--- src/rtl/pcie_link_status_2_pkg.sv ---
// Shared definitions for the PCIe Link Status 2 register: bit positions,
// equalization FSM states, the latched link-attribute bundle and RW1C helpers.
package pcie_link_status_2_pkg;

  localparam int LS2_DE_EMPH_MSB  = 15;
  localparam int LS2_DE_EMPH_LSB  = 12;
  localparam int LS2_EQ_COMPLETE  = 11;
  localparam int LS2_EQ_PH1_OK    = 10;
  localparam int LS2_EQ_PH2_OK    = 9;
  localparam int LS2_EQ_PH3_OK    = 8;
  localparam int LS2_EQ_REQUEST   = 7;
  localparam int LS2_RETIMER      = 6;
  localparam int LS2_TWO_RETIMERS = 5;
  localparam int LS2_CROSSLINK    = 4;
  localparam int LS2_FLIT         = 3;
  localparam int LS2_RSVDZ        = 2;
  localparam int LS2_DS_PRESENT   = 1;
  localparam int LS2_DRS_RCVD     = 0;

  localparam logic [15:0] LS2_RW1C_MASK = 16'h0081;

  typedef enum logic [2:0] {
    EQ_IDLE,
    EQ_PH1,
    EQ_PH2,
    EQ_PH3,
    EQ_DONE
  } ls2_eq_state_t;

  typedef struct packed {
    logic retimer;
    logic two_retimers;
    logic crosslink;
    logic flit;
    logic ds_present;
  } ls2_link_attr_t;

  // A hardware set in the same cycle as a write-1-to-clear keeps the bit set.
  function automatic logic rw1c_next(input logic set, input logic cur, input logic clr);
    return set | (cur & ~clr);
  endfunction

endpackage

--- src/rtl/link_status_2_eq_tracker.sv ---
// Tracks the 8 GT/s equalization sequence and owns Link Status 2 bits 11:8
// (eq complete, phase 1/2/3 successful).
module link_status_2_eq_tracker
  import pcie_link_status_2_pkg::*;
(
  input  logic       clk,
  input  logic       rst_n,
  input  logic       eq_start_i,
  input  logic [2:0] eq_phase_ok_i,
  input  logic       eq_abort_i,
  output logic [3:0] eq_bits_o
);

  ls2_eq_state_t state_q;
  // Layout matches the register: [3]=complete, [2]=ph1, [1]=ph2, [0]=ph3.
  logic [3:0]    bits_q;

  // Start beats abort and phase results; abort leaves the earned bits intact.
  always_ff @(posedge clk or negedge rst_n) begin
    if (!rst_n) begin
      state_q <= EQ_IDLE;
      bits_q  <= 4'b0000;
    end else if (eq_start_i) begin
      state_q <= EQ_PH1;
      bits_q  <= 4'b0000;
    end else if (eq_abort_i) begin
      state_q <= EQ_IDLE;
    end else begin
      case (state_q)
        EQ_PH1: if (eq_phase_ok_i[0]) begin
          bits_q[2] <= 1'b1;
          state_q   <= EQ_PH2;
        end
        EQ_PH2: if (eq_phase_ok_i[1]) begin
          bits_q[1] <= 1'b1;
          state_q   <= EQ_PH3;
        end
        EQ_PH3: if (eq_phase_ok_i[2]) begin
          bits_q[0] <= 1'b1;
          bits_q[3] <= 1'b1;
          state_q   <= EQ_DONE;
        end
        default: ;
      endcase
    end
  end

  assign eq_bits_o = bits_q;

endmodule

--- src/rtl/link_status_2_register_ctrl.sv ---
// Hardware-side owner of the PCIe Link Status 2 register: collects PHY/LTSSM
// status, latches link attributes at link-up and serves RO/RW1C config accesses.
module link_status_2_register_ctrl
  import pcie_link_status_2_pkg::*;
#(
  parameter bit RETIMER_SUPPORT = 1'b1,
  parameter bit FLIT_SUPPORT    = 1'b1,
  parameter bit DRS_SUPPORT     = 1'b1
) (
  input  logic        clk,
  input  logic        rst_n,
  input  logic        link_up,
  input  logic [3:0]  de_emphasis_level,
  input  logic        eq_start,
  input  logic [2:0]  eq_phase_ok,
  input  logic        eq_abort,
  input  logic        hw_eq_request,
  input  logic        retimer_det,
  input  logic        two_retimer_det,
  input  logic        crosslink_res,
  input  logic        flit_mode,
  input  logic        ds_comp_present,
  input  logic        drs_rcvd,
  input  logic        cfg_rd,
  input  logic        cfg_wr,
  input  logic [1:0]  cfg_be,
  input  logic [15:0] cfg_wdata,
  output logic        cfg_ack,
  output logic [15:0] cfg_rdata,
  output logic [15:0] link_status_2
);

  logic [3:0]     de_emph_q;
  logic [3:0]     eq_bits;
  logic           link_up_q;
  ls2_link_attr_t attr_q, attr_d;
  logic           eq_req_q, eq_req_d;
  logic           drs_q, drs_d;
  logic           cfg_ack_q;
  logic [15:0]    cfg_rdata_q;
  logic [15:0]    wr_clr;
  logic [15:0]    ls2_image;
  logic           cfg_req;
  logic           unused_inputs;

  link_status_2_eq_tracker u_eq_tracker (
    .clk           (clk),
    .rst_n         (rst_n),
    .eq_start_i    (eq_start),
    .eq_phase_ok_i (eq_phase_ok),
    .eq_abort_i    (eq_abort),
    .eq_bits_o     (eq_bits)
  );

  assign cfg_req = cfg_rd | cfg_wr;
  assign wr_clr  = (cfg_wr && cfg_be[0]) ? (cfg_wdata & LS2_RW1C_MASK) : 16'h0000;

  // Attributes are sampled once on the link-up rising edge, then frozen until link-down.
  always_comb begin
    attr_d = attr_q;
    if (link_up && !link_up_q) begin
      attr_d.retimer      = RETIMER_SUPPORT ? (retimer_det | two_retimer_det) : 1'b0;
      attr_d.two_retimers = RETIMER_SUPPORT ? two_retimer_det : 1'b0;
      attr_d.crosslink    = crosslink_res;
      attr_d.flit         = FLIT_SUPPORT ? flit_mode : 1'b0;
      attr_d.ds_present   = ds_comp_present;
    end else if (!link_up) begin
      attr_d = '0;
    end
  end

  always_comb begin
    eq_req_d = rw1c_next(hw_eq_request, eq_req_q, wr_clr[LS2_EQ_REQUEST]);
    drs_d    = DRS_SUPPORT ? rw1c_next(drs_rcvd, drs_q, wr_clr[LS2_DRS_RCVD]) : 1'b0;
  end

  always_comb begin
    ls2_image                                   = 16'h0000;
    ls2_image[LS2_DE_EMPH_MSB:LS2_DE_EMPH_LSB]  = de_emph_q;
    ls2_image[LS2_EQ_COMPLETE:LS2_EQ_PH3_OK]    = eq_bits;
    ls2_image[LS2_EQ_REQUEST]                   = eq_req_q;
    ls2_image[LS2_RETIMER]                      = attr_q.retimer;
    ls2_image[LS2_TWO_RETIMERS]                 = attr_q.two_retimers;
    ls2_image[LS2_CROSSLINK]                    = attr_q.crosslink;
    ls2_image[LS2_FLIT]                         = attr_q.flit;
    ls2_image[LS2_RSVDZ]                        = 1'b0;
    ls2_image[LS2_DS_PRESENT]                   = attr_q.ds_present;
    ls2_image[LS2_DRS_RCVD]                     = drs_q;
  end

  // Read data captures the image before any write in the same cycle takes effect.
  always_ff @(posedge clk or negedge rst_n) begin
    if (!rst_n) begin
      de_emph_q   <= 4'h0;
      link_up_q   <= 1'b0;
      attr_q      <= '0;
      eq_req_q    <= 1'b0;
      drs_q       <= 1'b0;
      cfg_ack_q   <= 1'b0;
      cfg_rdata_q <= 16'h0000;
    end else begin
      de_emph_q   <= de_emphasis_level;
      link_up_q   <= link_up;
      attr_q      <= attr_d;
      eq_req_q    <= eq_req_d;
      drs_q       <= drs_d;
      cfg_ack_q   <= cfg_req;
      cfg_rdata_q <= cfg_req ? ls2_image : 16'h0000;
    end
  end

  assign cfg_ack       = cfg_ack_q;
  assign cfg_rdata     = cfg_rdata_q;
  assign link_status_2 = ls2_image;

  assign unused_inputs = ^{cfg_be[1], wr_clr[15:8], wr_clr[6:1]};

endmodule

--- config.mk ---
export PLATFORM = sky130hd
export DESIGN_NAME = link_status_2_register_ctrl
export DESIGN_NICKNAME = d
export VERILOG_FILES = /design/src/rtl/pcie_link_status_2_pkg.sv /design/src/rtl/link_status_2_eq_tracker.sv /design/src/rtl/link_status_2_register_ctrl.sv
export SDC_FILE = /design/constraint.sdc
export NUM_CORES = 1
export LEC_CHECK = 0
export ABC_CLOCK_PERIOD_IN_PS = 2600
export CAP_MARGIN = 5
export CORE_UTILIZATION = 40
export DETAILED_ROUTE_END_ITERATION = 10
export PLACE_DENSITY = 0.81
export SYNTH_ARGS = -nofsm -noshare
export SYNTH_HDL_FRONTEND = slang
export SYNTH_HIERARCHICAL = 1
export SYNTH_SLANG_ARGS = --single-unit
export TNS_END_PERCENT = 30
--- constraint.sdc ---
create_clock -name clk -period 2.6 [get_ports clk]
set_input_delay 0.26 -clock clk [delete_from_list [all_inputs] [get_ports clk]]
set_output_delay 0.26 -clock clk [all_outputs]
set_load 0.05 [all_outputs]
=== Word level (Yosys, flattened, before mapping) ===
Index checks and enable logic that the tools add are counted.

* Bits in registers: 36
* Bits in latches: 0
* Bits in writable memories: 0
* Output and inout bits: 33
* Input bits: 39
* Word-level logic and storage cells: 63
* Memories: 0
* Bits in read-only memories: 0

* Add/subtract/negate cells: 0
* $mul: 0
* Bitwise gates (word level): 8
* $lt $le $gt $ge: 0
* Reduce and logical (&&, ||, !) cells: 14
* Eq/ne operators: 8
* Divide/modulo/power cells: 0
* Shifts and indexed selects: 0
* Multiplexer cells: 18

{| class="wikitable"
|+ Operators with widths
! operator !! number
|-
| $mux 16 || 1
|-
| $mux 3 || 5
|-
| $ne 4x4->1 const B || 3
|-
| $reduce_bool 2->1 || 6
|-
| $mux 5 || 2
|-
| $pmux 3 s3 || 1
|-
| $reduce_and 3->1 || 3
|-
| $mux 4 || 2
|-
| $mux 8 || 1
|-
| $eq 3x2->1 const B || 2
|-
| $mux 1 || 6
|-
| $reduce_bool 5->1 || 1
|-
| $or 1x1->1 || 4
|-
| $reduce_and 4->1 || 1
|-
| $eq 3x1->1 const B || 1
|-
| $and 1x1->1 || 2
|-
| $logic_and 1x1->1 || 2
|-
| $ne 2x1->1 const B || 1
|-
| $ne 2x2->1 const B || 1
|-
| $not 1->1 || 2
|-
| $logic_not 1->1 || 1
|}

=== Logic depth before layout (Yosys ltp) ===
* Word-level depth: 5
* Depth in mapped cells: 3
* Gate-level depth less buffers: 3

=== Modules after synthesis ===
Netlist, hierarchy kept.

{| class="wikitable"
|+ Modules (own cells, without submodules)
! module !! cells an instance !! seq. area each (sq um) !! times used !! area each (sq um)
|-
| link_status_2_register_ctrl || 66 || 700.7 || 1 || 972.2
|-
| link_status_2_eq_tracker || 27 || 150.1 || 1 || 306.5
|}

=== Worst setup path after synthesis ===
Ideal clock, no wire load.

* Path kind: register to output
* From: register, netlist name u_eq_tracker/eq_bits_o[0]
* To: output port link_status_2[11]
* Stages on the path, launching flop included: 2
* Path slack: 1.422 ns
* Data arrival time: 0.918 ns
* Buffers on the path: 1
* Data required time: 2.340 ns
* Cell sequence: dfrtp_1 > buf_4

{| class="wikitable"
|+ RTL lines
! element !! line !! text
|-
| end, declared || link_status_2_register_ctrl.sv:30 || <nowiki>output logic [15:0] link_status_2</nowiki>
|}

==> results.json <==
{
  "status": "completed",
  "seq_power_share_pct": 52.0,
  "dp_cells": 186,
  "core_area_um2": 3050,
  "clockRootBuffer": "clkbuf_4",
  "p_leak_uw": 0.000802,
  "cpLargestDelayFamily": "buffers and inverters",
  "io_buffers": 54,
  "pwr-share-comb_pct": 20.8,
  "p_int_uw": 775,
  "diodes": 0,
  "fmax_ghz": 0.552,
  "first_global_vias": 841,
  "grt_pass1_wl_um": 3700,
  "tns_ns": 0,
  "crit_buf_inv": 1,
  "grt.total_usage_pct": 15.5,
  "initial_utilization_pct": 41.9,
  "design_area_um2": 1890,
  "clockPowerShare_pct": 27.2,
  "finalClockSkew_ns": 0.00496,
  "cts_resized": 0,
  "worstPathArrival_ns": 1.55,
  "layout_commonest_cell": "clkdlybuf4s50_1",
  "dieArea_um2": 3430,
  "routed_wl_um": 2380,
  "slowest_delay_ns": 0.82,
  "cap_violations": 0,
  "path_max_fanout": 5,
  "die_h_um": 58.5,
  "fp.dieW_um": 58.5,
  "cts_buffers": 5,
  "route.detailed.drc": 0,
  "rsz0062_at_grt": "false",
  "hold_viol": 0,
  "syn_to_final_growth_pct": 47.5,
  "tightest_slew_ns": 0.522,
  "layout_setup_ws_ns": 0.789,
  "p_switching_uw": 317,
  "grt.overflow.total": 0,
  "yosys_warnings": 6,
  "htree_levels": 2,
  "p_sw_share_pct": 29.0,
  "ant_nets": 0,
  "dr.first_iter.drc_count": 21,
  "cts_tree": "built",
  "routedWlPerCell_um": 12.3,
  "most-common-layout-cells": "clkdlybuf4s50_1, dfrtp_1, nor2b_1, mux2i_1, clkbuf_4",
  "slew_violations": 0,
  "post-cts-setup-buffers": 0,
  "grt_start_max_net_pins": 35,
  "syn_area_um2": 1280,
  "cellPowerDensity_nw_per_um2": 580,
  "ys_seq_area_share_pct": 66.5,
  "period_share_pct": 69.7,
  "cts.sinks": 34,
  "ir_worst_vdd_mv": 0.245,
  "num_vias": 858,
  "clk_pin_slew_ns": 0.10,
  "rows": 20,
  "setup_viol": 0,
  "critPathLaunchType": "flip-flop",
  "placed_area_um2": 1830,
  "synth_cells": 93,
  "synth_ff_type": "dfrtp_1",
  "place.gp.congestion": 0.718,
  "insertion_delay_ns": 0.33,
  "final_cells": 194,
  "synthArstFlopShare_pct": 100,
  "nets": 188,
  "critical_path_class": "reg2out",
  "worst_hold_path_type": "in2async",
  "clockBufferDepth": 2,
  "drive_gt1_share_pct": 9.33,
  "fin_util_pct": 61.8,
  "ys_seq_elements": 34,
  "hold_buffers": 0,
  "synth_edf_count": 0,
  "end_kind": "primary output",
  "path_cells": "clkdlybuf4s50_1",
  "place_hpwl_um": 1720,
  "via_per_inst": 4.42,
  "relSlewSlack_pct": 65.1,
  "ios": 72,
  "dpl_worst_slack_ns": 1.15,
  "crit_required_ns": 2.34,
  "first_pass_iters": 4,
  "yosysUniqueCellTypes": 23,
  "antenna_found_initial": 0,
  "min_period_ns": 1.81,
  "slowest_stage": "clkdlybuf4s50_1",
  "syn_avg_cell_area_um2": 13.7
}
## final timing paths
kind                                                 from                         to  slack (ns)  depth (start not counted)
worst max-delay path            u_eq_tracker/eq_bits_o[0]          link_status_2[11]        0.79                          1
worst min-delay path                                rst_n                    cfg_ack        0.32                          2
worst max register to register    u_eq_tracker/state_q[2]  u_eq_tracker/eq_bits_o[1]        1.54                          3
worst min register to register               de_emph_q[1]              cfg_rdata[13]        0.51                          1
max in group asynchronous                           rst_n           link_status_2[6]        1.98                          2
min in group clk                     de_emphasis_level[0]               de_emph_q[0]        0.37                          1
## flip-flops by register name, indices dropped and copies added (netlist names)
name	flops
drs_q	1
link_up_q	1
u_eq_tracker/state_q	3
u_eq_tracker/eq_bits_o	3
eq_req_q	1
de_emph_q	4
cfg_rdata	15
cfg_ack	1
link_status_2	5
## stage by stage
stage	hold WS, ns	total power [uW]
3_5_place_dp	0.484	808
6_report	0.318	1090
3_3_place_gp	0.469	804
2_1_floorplan	-0.0356	709
4_1_cts	0.318	1100
5_1_grt	0.339	1140
## synth_stat cells (2+ instances only)
master | n | area, um2
dfrtp_1 | 34 | 851
nor2b_1 | 20 | 125
buf_4 | 5 | 37.5
mux2i_1 | 5 | 50.1
a31oi_1 | 3 | 18.8
inv_1 | 3 | 11.3
a21o_1 | 2 | 15.0
buf_6 | 2 | 22.5
nand3_1 | 2 | 10.0
nand3b_1 | 2 | 15.0
nor2_1 | 2 | 7.51
nor3_1 | 2 | 10.0
## power groups by stage
| stage | sequential [uW] | combinational [uW] | clock (uW) |
|---|---|---|---|
| floorplan | 656 | 52.6 | 0 |
| finish | 569 | 227 | 297 |
| global route | 572 | 238 | 326 |
| detailed placement | 580 | 229 | 0 |
| global placement | 578 | 225 | 0 |
| CTS | 569 | 229 | 305 |
## routing by layer
metal,routed length (um),GRT usage (%),vias to the layer above
met2,1200,28.2,43
met1,940,14.0,398
met5,0,0,-
met3,182,5.49,5
li1,-,-,412
met4,59,11.2,0
## layout make-up
cell class / instances / area, um2
Multi-Input combinational cell: 50 / 360
Inverter: 3 / 11.3
Tap cell: 44 / 55.1
Sequential cell: 34 / 851
Fill cell: 245 / 1170
Clock inverter: 1 / 5.00
Timing Repair Buffer: 55 / 548
Clock buffer: 7 / 55.1
## cell families after synthesis
group / share of synthesized area, %
other: 0.293
and+or+nand+nor: 18.8
buffers and inverters: 5.58
muxes: 3.91
AOI/OAI and AO/OA: 4.89
DFF: 66.5
No activity file was read; power rests on OpenSTA's default activity.
